[src/rtl/irq_ctrl.sv]
// irq_ctrl: memory-mapped interrupt controller feeding the CP0 HWInt vector.
//
// Latches up to NSRC device irq lines. Each source is in level mode (pending
// follows the line) or edge mode (a rising edge sets pending; software clears
// it with write-1-to-clear). A software mask gates pending onto hw_int.
//
// Register window, at byte offsets from BASE:
//   0x00 PENDING  R, W1C (W1C only acts on edge-mode bits)
//   0x04 MASK     RW, 1 = enabled
//   0x08 MODE     RW, 0 = level, 1 = edge
//   0x0C RAW      R, current src_irq
//   0x10 ID       R, 1 + index of lowest set hw_int bit, 0 if none.
//                 Built only when IRQ_CTRL_ID_EN is defined; otherwise reads 0.
//
// Ports:
//   clk          system clock, all state updates on posedge
//   rst          synchronous active-low reset
//   addr         full bus byte address
//   write_enable bus write strobe
//   write_data   bus write data
//   read_result  combinational read data for addr
//   src_irq      device interrupt lines, synchronous to clk
//   hw_int       masked pending vector to CP0, bits >= NSRC are 0
//   irq          OR of hw_int
module irq_ctrl #(
    parameter logic [31:0] BASE = 32'h0000_7f20,
    parameter int          NSRC = 6
) (
    input  logic            clk,
    input  logic            rst,
    input  logic [31:0]     addr,
    input  logic            write_enable,
    input  logic [31:0]     write_data,
    output logic [31:0]     read_result,
    input  logic [NSRC-1:0] src_irq,
    output logic [5:0]      hw_int,
    output logic            irq
);

    logic [NSRC-1:0] pending_q, pending_d;
    logic [NSRC-1:0] mask_q, mask_d;
    logic [NSRC-1:0] mode_q, mode_d;
    logic [NSRC-1:0] src_d_q, src_d_d;

    logic [31:0]     off;
    logic            wr_pend, wr_mask, wr_mode;
    logic [NSRC-1:0] wdata;
    logic [NSRC-1:0] rise, clr, mode_chg;
    logic [NSRC-1:0] hw_vec;

    // Upper write-data bits have no storage behind them.
    logic unused_wdata;
    assign unused_wdata = ^write_data[31:NSRC];

    assign off     = addr - BASE;
    assign wdata   = write_data[NSRC-1:0];
    assign wr_pend = write_enable && (off == 32'h0);
    assign wr_mask = write_enable && (off == 32'h4);
    assign wr_mode = write_enable && (off == 32'h8);

    assign rise     = src_irq & ~src_d_q;
    assign clr      = wr_pend ? wdata : '0;
    // A bit switching mode drops whatever it held under the old mode.
    assign mode_chg = wr_mode ? (wdata ^ mode_q) : '0;

    always_comb begin
        pending_d = pending_q;
        for (int i = 0; i < NSRC; i++) begin
            if (mode_chg[i])
                pending_d[i] = 1'b0;
            else if (mode_q[i])
                // Set beats clear when both land on the same cycle.
                pending_d[i] = rise[i] | (pending_q[i] & ~clr[i]);
            else
                pending_d[i] = src_irq[i];
        end
    end

    always_comb begin
        mask_d  = wr_mask ? wdata : mask_q;
        mode_d  = wr_mode ? wdata : mode_q;
        src_d_d = src_irq;
    end

    always_ff @(posedge clk) begin
        if (!rst) begin
            pending_q <= '0;
            mask_q    <= '0;
            mode_q    <= '0;
            src_d_q   <= '0;
        end else begin
            pending_q <= pending_d;
            mask_q    <= mask_d;
            mode_q    <= mode_d;
            src_d_q   <= src_d_d;
        end
    end

    assign hw_vec = pending_q & mask_q;

    always_comb begin
        hw_int = '0;
        hw_int[NSRC-1:0] = hw_vec;
    end

    assign irq = |hw_vec;

`ifdef IRQ_CTRL_ID_EN
    logic [31:0] id;
    // Scan downwards so the lowest-numbered set bit is the last to win.
    always_comb begin
        id = 32'h0;
        for (int i = NSRC - 1; i >= 0; i--) begin
            if (hw_vec[i])
                id = 32'(i + 1);
        end
    end
`else
    logic [31:0] id;
    assign id = 32'h0;
`endif

    always_comb begin
        read_result = 32'h0;
        case (off)
            32'h00:  read_result[NSRC-1:0] = pending_q;
            32'h04:  read_result[NSRC-1:0] = mask_q;
            32'h08:  read_result[NSRC-1:0] = mode_q;
            32'h0C:  read_result[NSRC-1:0] = src_irq;
            32'h10:  read_result = id;
            default: read_result = 32'h0;
        endcase
    end

endmodule

[config.mk]
export PLATFORM = sky130hd
export DESIGN_NAME = irq_ctrl
export DESIGN_NICKNAME = d
export VERILOG_FILES = /design/src/rtl/irq_ctrl.sv
export SDC_FILE = /design/constraint.sdc
export NUM_CORES = 1
export LEC_CHECK = 0
export BUFFER_PORTS_ARGS = -buffer_cell sky130_fd_sc_hd__buf_2
export CORE_UTILIZATION = 50
export DETAILED_ROUTE_END_ITERATION = 10
export HOLD_SLACK_MARGIN = 0.1
export PLACE_DENSITY = 0.87
export SYNTH_ARGS = -nofsm -noshare
export SYNTH_HDL_FRONTEND = slang
export SYNTH_SLANG_ARGS = --single-unit
export TNS_END_PERCENT = 20
[constraint.sdc]
create_clock -name clk -period 7.7 [get_ports clk]
set_input_delay 0 -clock clk [delete_from_list [all_inputs] [get_ports clk]]
set_output_delay 0 -clock clk [all_outputs]
set_load 0.005 [all_outputs]
==> results of run 1 <==
what timing repair did:
item	CTS	global route
hold endpoints to repair	18	0
hold buffers	17	0
setup buffers	0	0
setup endpoints to repair	0	0
per-layer routing:
metal / up-vias / global-route usage [%]
met3: 8 / 2.138
met2: 119 / 44.00
li1: 1127 / -
met1: 1066 / 30.70
met4: 0 / 4.167
met5: - / 0
through the flow:
| step | std cells | util (%) | worst slack (ps) |
|---|---|---|---|
| 6_report | 389 | 63.71 | 4200 |
| 5_1_grt | 389 | 63.71 | 3939 |
| 2_1_floorplan | 297 | - | 5246 |
| 3_5_place_dp | 368 | 58.27 | 4242 |
| 3_3_place_gp | 368 | 58.27 | 4264 |
| 4_1_cts | 389 | 63.71 | 4217 |
report_power, final:
group | switching (mW) | internal [mW]
clock | 0.0391 | 0.0456
sequential | 0.00210 | 0.127
combinational | 0.0373 | 0.0312
total | 0.0785 | 0.204
layout make-up:
class | instances | area, sq um
fillers | 357 | 1504
multi-input cells | 226 | 1543
repair buffers | 76 | 465.4
inverters | 9 | 33.78
well taps | 50 | 62.56
flip-flops and latches | 24 | 480.5
clock buffers | 4 | 55.05
logic make-up after synthesis:
family,share of synthesized area (%)
xor gates and xnor gates,0.3940
muxes,8.779
adders and majority gates,0.5627
AOI/OAI and AO/OA,23.58
DFF,21.61
other,0.1687
and+or+nand+nor,31.68
buffers and inverters,13.22
state kept, by name, indices dropped and copies added (netlist names):
name and count:
mask_q 6, mode_q 6, pending_q 6, src_d_q 6
final timing paths:
path / from / end / slack [ps] / cells after the start
setup reg to reg: mode_q[4] / pending_q[4] / 6570 / 4
hold reg to reg: mask_q[1] / mask_q[1] / 490 / 2
setup / recovery: addr[5] / read_result[4] / 4200 / 11
hold / removal: rst / src_d_q[4] / 100 / 2
cell usage in the layout, fill, tap and decap left out, types with 3 or more instances in the layout:
master         instances
and3_1                 4
o31ai_1               12
a21oi_1               14
or2_2                  4
nand2_1                9
o21ai_0               12
or4_1                  3
and2_1                18
a22oi_1               13
mux2i_1                6
conb_1                26
buf_2                 59
nand4b_1               3
nor2b_1                6
nand3_1               10
or3_1                  3
dlygate4sd3_1         17
nand4_1               16
inv_1                  7
mux4_2                 6
nor4b_1                3
a211oi_1               7
dfxtp_1               24
nor2_1                14
clkbuf_8               4
a31oi_1                3
==> results.md, run 1 <==
* Status: finished, final reports clean
* Most frequent cell after synthesis: buf_4
* DR vias/cell at around 6.0
* Slew Viols, Final at 0
* Met1 wire length at 2414 microns
* N_diodes at 0
* Cell Rows at 23
* EDFF count, synth at 0
* Port bufs at slightly below 60
* Post-route DRC at 0
* CTS root buf: clkbuf_8
* GR Overflow Total at 0
* Initial Util at a little over half
* Later-pin clock latency in the skew report at ~260 ps
* Crit path max-delay family: simple AND/OR/NAND/NOR gates
* Asr flop ratio synth at 0%
* Top layer in use: met4
* Post-CTS Resized at 0
* Critical Path RT at slightly below 8000 ps
* Power Density at 107.1 nW/um^2
* Detail Placement HPWL at around 4100 microns
* First drt pass iteration count at 5
* Clk sinks at 24
* Num CTS Buffers at 3
* Synthesis-to-finish area growth at 18.74%
* DIE WIDTH at 68.69 microns
* CP Max Fanout at 13
* Yosys top cell by area: dfxtp_1
* Met3 WL at around 350 microns
* Startpoint types: input port
* Final period util at about 45%
* Worst hold slack at approximately 100 ps
* Final hold violations at 0
* Critical path class: input port to output pin
* HP Class: input port to register
* Top FF cell, synth: dfxtp_1
* Max Clk Rate at roughly 290 MHz
* Skew final at between 0.5 and 0.6 ps
* Share of the synthesized area in the top cell type at a little over a fifth
* Netlist cell types at 61
* Crit-path cells: buf_2 -> inv_1 -> ha_1 -> nor4b_1 -> nand2_2 -> or4_1 -> a2111oi_2 -> nor4b_2 -> and3_1 -> and2_1 -> buf_2
* Slew @ Worst Pin at between 1000 and 1500 ps
* TNS Setup at 0 ps
* Reg clk slew, reported paths at around 80 ps
* CTS tree: built
* Synthesized area at about 2200 sq um
* Metal2 WL at around 2800 microns
* Min Tclk post-route at approximately 3500 ps
* Largest cells by area after synthesis: dfxtp_1, buf_4, mux4_2
* Crit path DAT at ~3500 ps
* Slowest stage delay, CP at approximately 940 ps
* Die ar. at around 4700 sq um
* Via count at ~2.3k
* Worst path slowest cell: nor4b_2
* Longest Clk Path Bufs at 2
* Max IR drop VDD at 0.06993 mV
* Synthesis Warnings at 0
* Avg Cell Area, Syn at 8.174 sq um
* Slew HR at 27.33%
* Leakage power at 1.085 nW
* WL/cell at around 14 microns
* NumNets Final at 414
* Buf/Inv on CP at 3
* Synth Instances at 272
* Number of I/O pins at 112
* RSZ-0062 raised after global routing: false
* Total Power at roughly 0.28 mW
* Most frequent cell on the critical path: buf_2
* H-tree levels at 1
* Max-cap violations at 0
* Core area at ~4100 sq um
* Final instance area at ~2600 sq um
* CP Capture Type: output pin
* Die Span Y at 68.69 microns
* Number of setup violations in the final report at 0
* Iteration-0 DRC Markers at 190
* Total track usage at about a quarter
* Largest net degree at the start of global routing at 19
* DRT antenna net count at 0
* Final wirelength at ~5600 microns
* Vias in the first global route at ~2k
* Sequential share of the synthesized area at 21.61%
* Layout cells sized above 1 at about a quarter
* Routability cong. at about 0.86
* Synth top cells by count: buf_4, dfxtp_1, and2_1
* Initial antenna violation count at 0
* First-pass GRT wire length at between 8000 and 9000 microns
* Synth Register Bits at 24
* Placed inst area at between 2000 and 2500 sq um
(Power assumes the default switching activity.)
==> inputs of run 2 (changes only) <==
- CORE_UTILIZATION: 50 -> 42
- PLACE_DENSITY: 0.87 -> 0.77
- clock period: 7.7 -> 2.8 ns (I/O delays scaled with it)
==> run 2 against run 1 <==
Net effect: core utilization fell by 9.7 points; first-iteration DRC count is 16% lower; final area increased by 4.5%; clock power grew to 3.6 times the previous value; largest cell class unchanged; final cell count increased by 7.5%; worst setup slack worse by 3900 ps; critical endpoint is now read_result[3]; critical path depth is 1 higher; sequential power increased to 2.8 times the previous value; via count up 2.2%; wire length grew 0.46%.
==> results.md, run 2 (synthesis results as in run 1) <==
* Status: finished, final reports clean (unchanged)
* GR Overflow Total at 0 (unchanged)
* CP Max Fanout at 8 (was 13)
* Initial antenna violation count at 0 (unchanged)
* CTS tree: built (unchanged)
* Longest Clk Path Bufs at 2 (unchanged)
* Reg clk slew, reported paths at 90 ps (was 80 ps)
* Crit path DAT at 2540 ps (was 3500 ps)
* Largest net degree at the start of global routing at 19 (unchanged)
* CP startpoint: addr[5] (unchanged)
* TNS Setup at 0 ps (unchanged)
* Post-route DRC at 0 (unchanged)
* Num CTS Buffers at 3 (unchanged)
* Routability cong. at 0.8617 (was 0.8599)
* Number of setup violations in the final report at 0 (unchanged)
* Total Power at 0.8564 mW (was 0.2827 mW)
* Startpoint types: input port (unchanged)
* Fin worst setup slack at 257.4 ps (was 4200 ps)
* RSZ-0062 raised after global routing: false (unchanged)
* Max IR drop VDD at 0.2185 mV (was 0.06993 mV)
* Die ar. at 5589 sq um (was 4718 sq um)
* Critical Path RT at 2800 ps (was 7700 ps)
* DR vias/cell at 5.675 (was 5.964)
* First-pass GRT wire length at 8776 microns (was 8666 microns)
* Initial Util at 43.53% (was 53.65%)
* Die Span Y at 74.76 microns (was 68.69 microns)
* Min Tclk post-route at 2543 ps
* R2R cell count at 4 (unchanged)
* FF-to-FF Start: mode_q[1] (was mode_q[4])
* Vias in the first global route at 2025 (was 1982)
* HP Class: input port to register (unchanged)
* CTS root buf: clkbuf_8 (unchanged)
* Final core occ at 53.99% (was 63.71%)
* Worst hold slack at 294.4 ps (was 105.0 ps)
* Detail Placement HPWL at 4095 microns (was 4079 microns)
* DRT antenna net count at 0 (unchanged)
* Hold path startpoint: write_enable (was rst)
* Power Density at 310.6 nW/um^2 (was 107.1 nW/um^2)
* Most frequent cells in the layout: buf_2, conb_1, dfxtp_1, and2_1, dlygate4sd3_1 (unchanged)
* Later-pin clock latency in the skew report at 270 ps (was 260 ps)
* Pre-CTS WS at -8.458 ps (was 4242 ps)
* Final wirelength at 5635 microns (was 5609 microns)
* Total track usage at 19.86% (was 24.07%)
* First drt pass iteration count at 7 (was 5)
* Final hold violations at 0 (unchanged)
* Number of I/O pins at 112 (unchanged)
* Leakage power at 1.142 nW (was 1.085 nW)
* WL/cell at 13.48 microns (was 14.42 microns)
* CP Capture Type: output pin (unchanged)
* Port bufs at 59 (unchanged)
* Cell Rows at 26 (was 23)
* Most common cell after layout, fill and taps aside: buf_2 (unchanged)
* Slew @ Worst Pin at 564.4 ps (was 1087 ps)
* Synthesis-to-finish area growth at 24.03% (was 18.74%)
* H-tree levels at 1 (unchanged)
* DIE WIDTH at 74.76 microns (was 68.69 microns)
* Clk sinks at 24 (unchanged)
* Max Clk Rate at just under 400 MHz
* Core area at 5107 sq um (was 4144 sq um)
* Layout cells sized above 1 at 28.45% (was 26.55%)
* N_diodes at 0 (unchanged)
* Hold path cells at 4 (was 2)
* Max-cap violations at 0 (unchanged)
* Via count at 2372 (was 2320)
* Iteration-0 DRC Markers at 160 (was 190)
* NumNets Final at 423 (was 414)
* Slew HR at 61.88% (was 27.33%)
* RR Endpoint: pending_q[1] (was pending_q[4])
* Final period util at about nine tenths
* R2R setup slack at 1620 ps (was 6570 ps)
* Hold endpoint: pending_q[3] (was src_d_q[4])
* Skew final at 0.5410 ps (was 0.5403 ps)
* Post-CTS Setup Repair Bufs at 0 (unchanged)
* Critical path class: input port to output pin (unchanged)
* Slew Viols, Final at 0 (unchanged)
## run 2: how the worst max path moves through the flow
stage / end / slack [ps] / cells past startpoint
floorplan: mode_q[0] / 350 / 10
CTS: read_result[2] / 160 / 12
detailed placement: mode_q[1] / -8 / 10
global placement: mode_q[1] / 30 / 10
finish: read_result[3] / 260 / 12
global route: read_result[3] / 70 / 12
## run 2: stage by stage
step / instance area, sq um / cells
floorplan: 2317 / 297
global placement: 2500 / 396
detailed placement: 2500 / 396
CTS: 2751 / 418
global route: 2758 / 418
finish: 2758 / 418
## run 2: layout make-up
| cell class | instances | area (sq um) |
|---|---|---|
| clock buffer | 3 | 41.29 |
| timing repair buffer | 85 | 535.5 |
| inverter | 9 | 33.78 |
| multi-input combinational | 226 | 1549 |
| fill | 467 | 2350 |
| tap | 70 | 87.58 |
| sequential | 24 | 480.5 |
| clock inverter | 1 | 30.03 |
## run 2: power by group
group / total [mW] / switching (mW) / internal, mW
clock network: 0.308 / 0.117 / 0.191
logic: 0.192 / 0.103 / 0.0895
registers: 0.356 / 0.00573 / 0.350
total: 0.856 / 0.225 / 0.631
## run 2: timing repair
item,in CTS,in global routing
hold endpoints to repair,18,0
endpoints found under the setup margin,0,6
hold buffers,18,0
resized for setup,0,1
## run 2: critical path: stages
cell	delay, ps
buf_2	110
inv_1	60
ha_1	150
nor2b_1	40
a2111o_1	340
or4_1	540
a2111oi_2	360
nor4b_2	310
and3_1	230
buf_4	160
and2_1	130
buf_2	110
## run 2: per-layer routing
layer | share of wire (%) | up-vias | global-route usage, %
met5 | 0 | - | 0
met4 | 1.3 | 0 | 7.547
met3 | 6.3 | 9 | 2.008
met2 | 50 | 101 | 34.33
met1 | 42 | 1110 | 25.49
li1 | - | 1152 | -
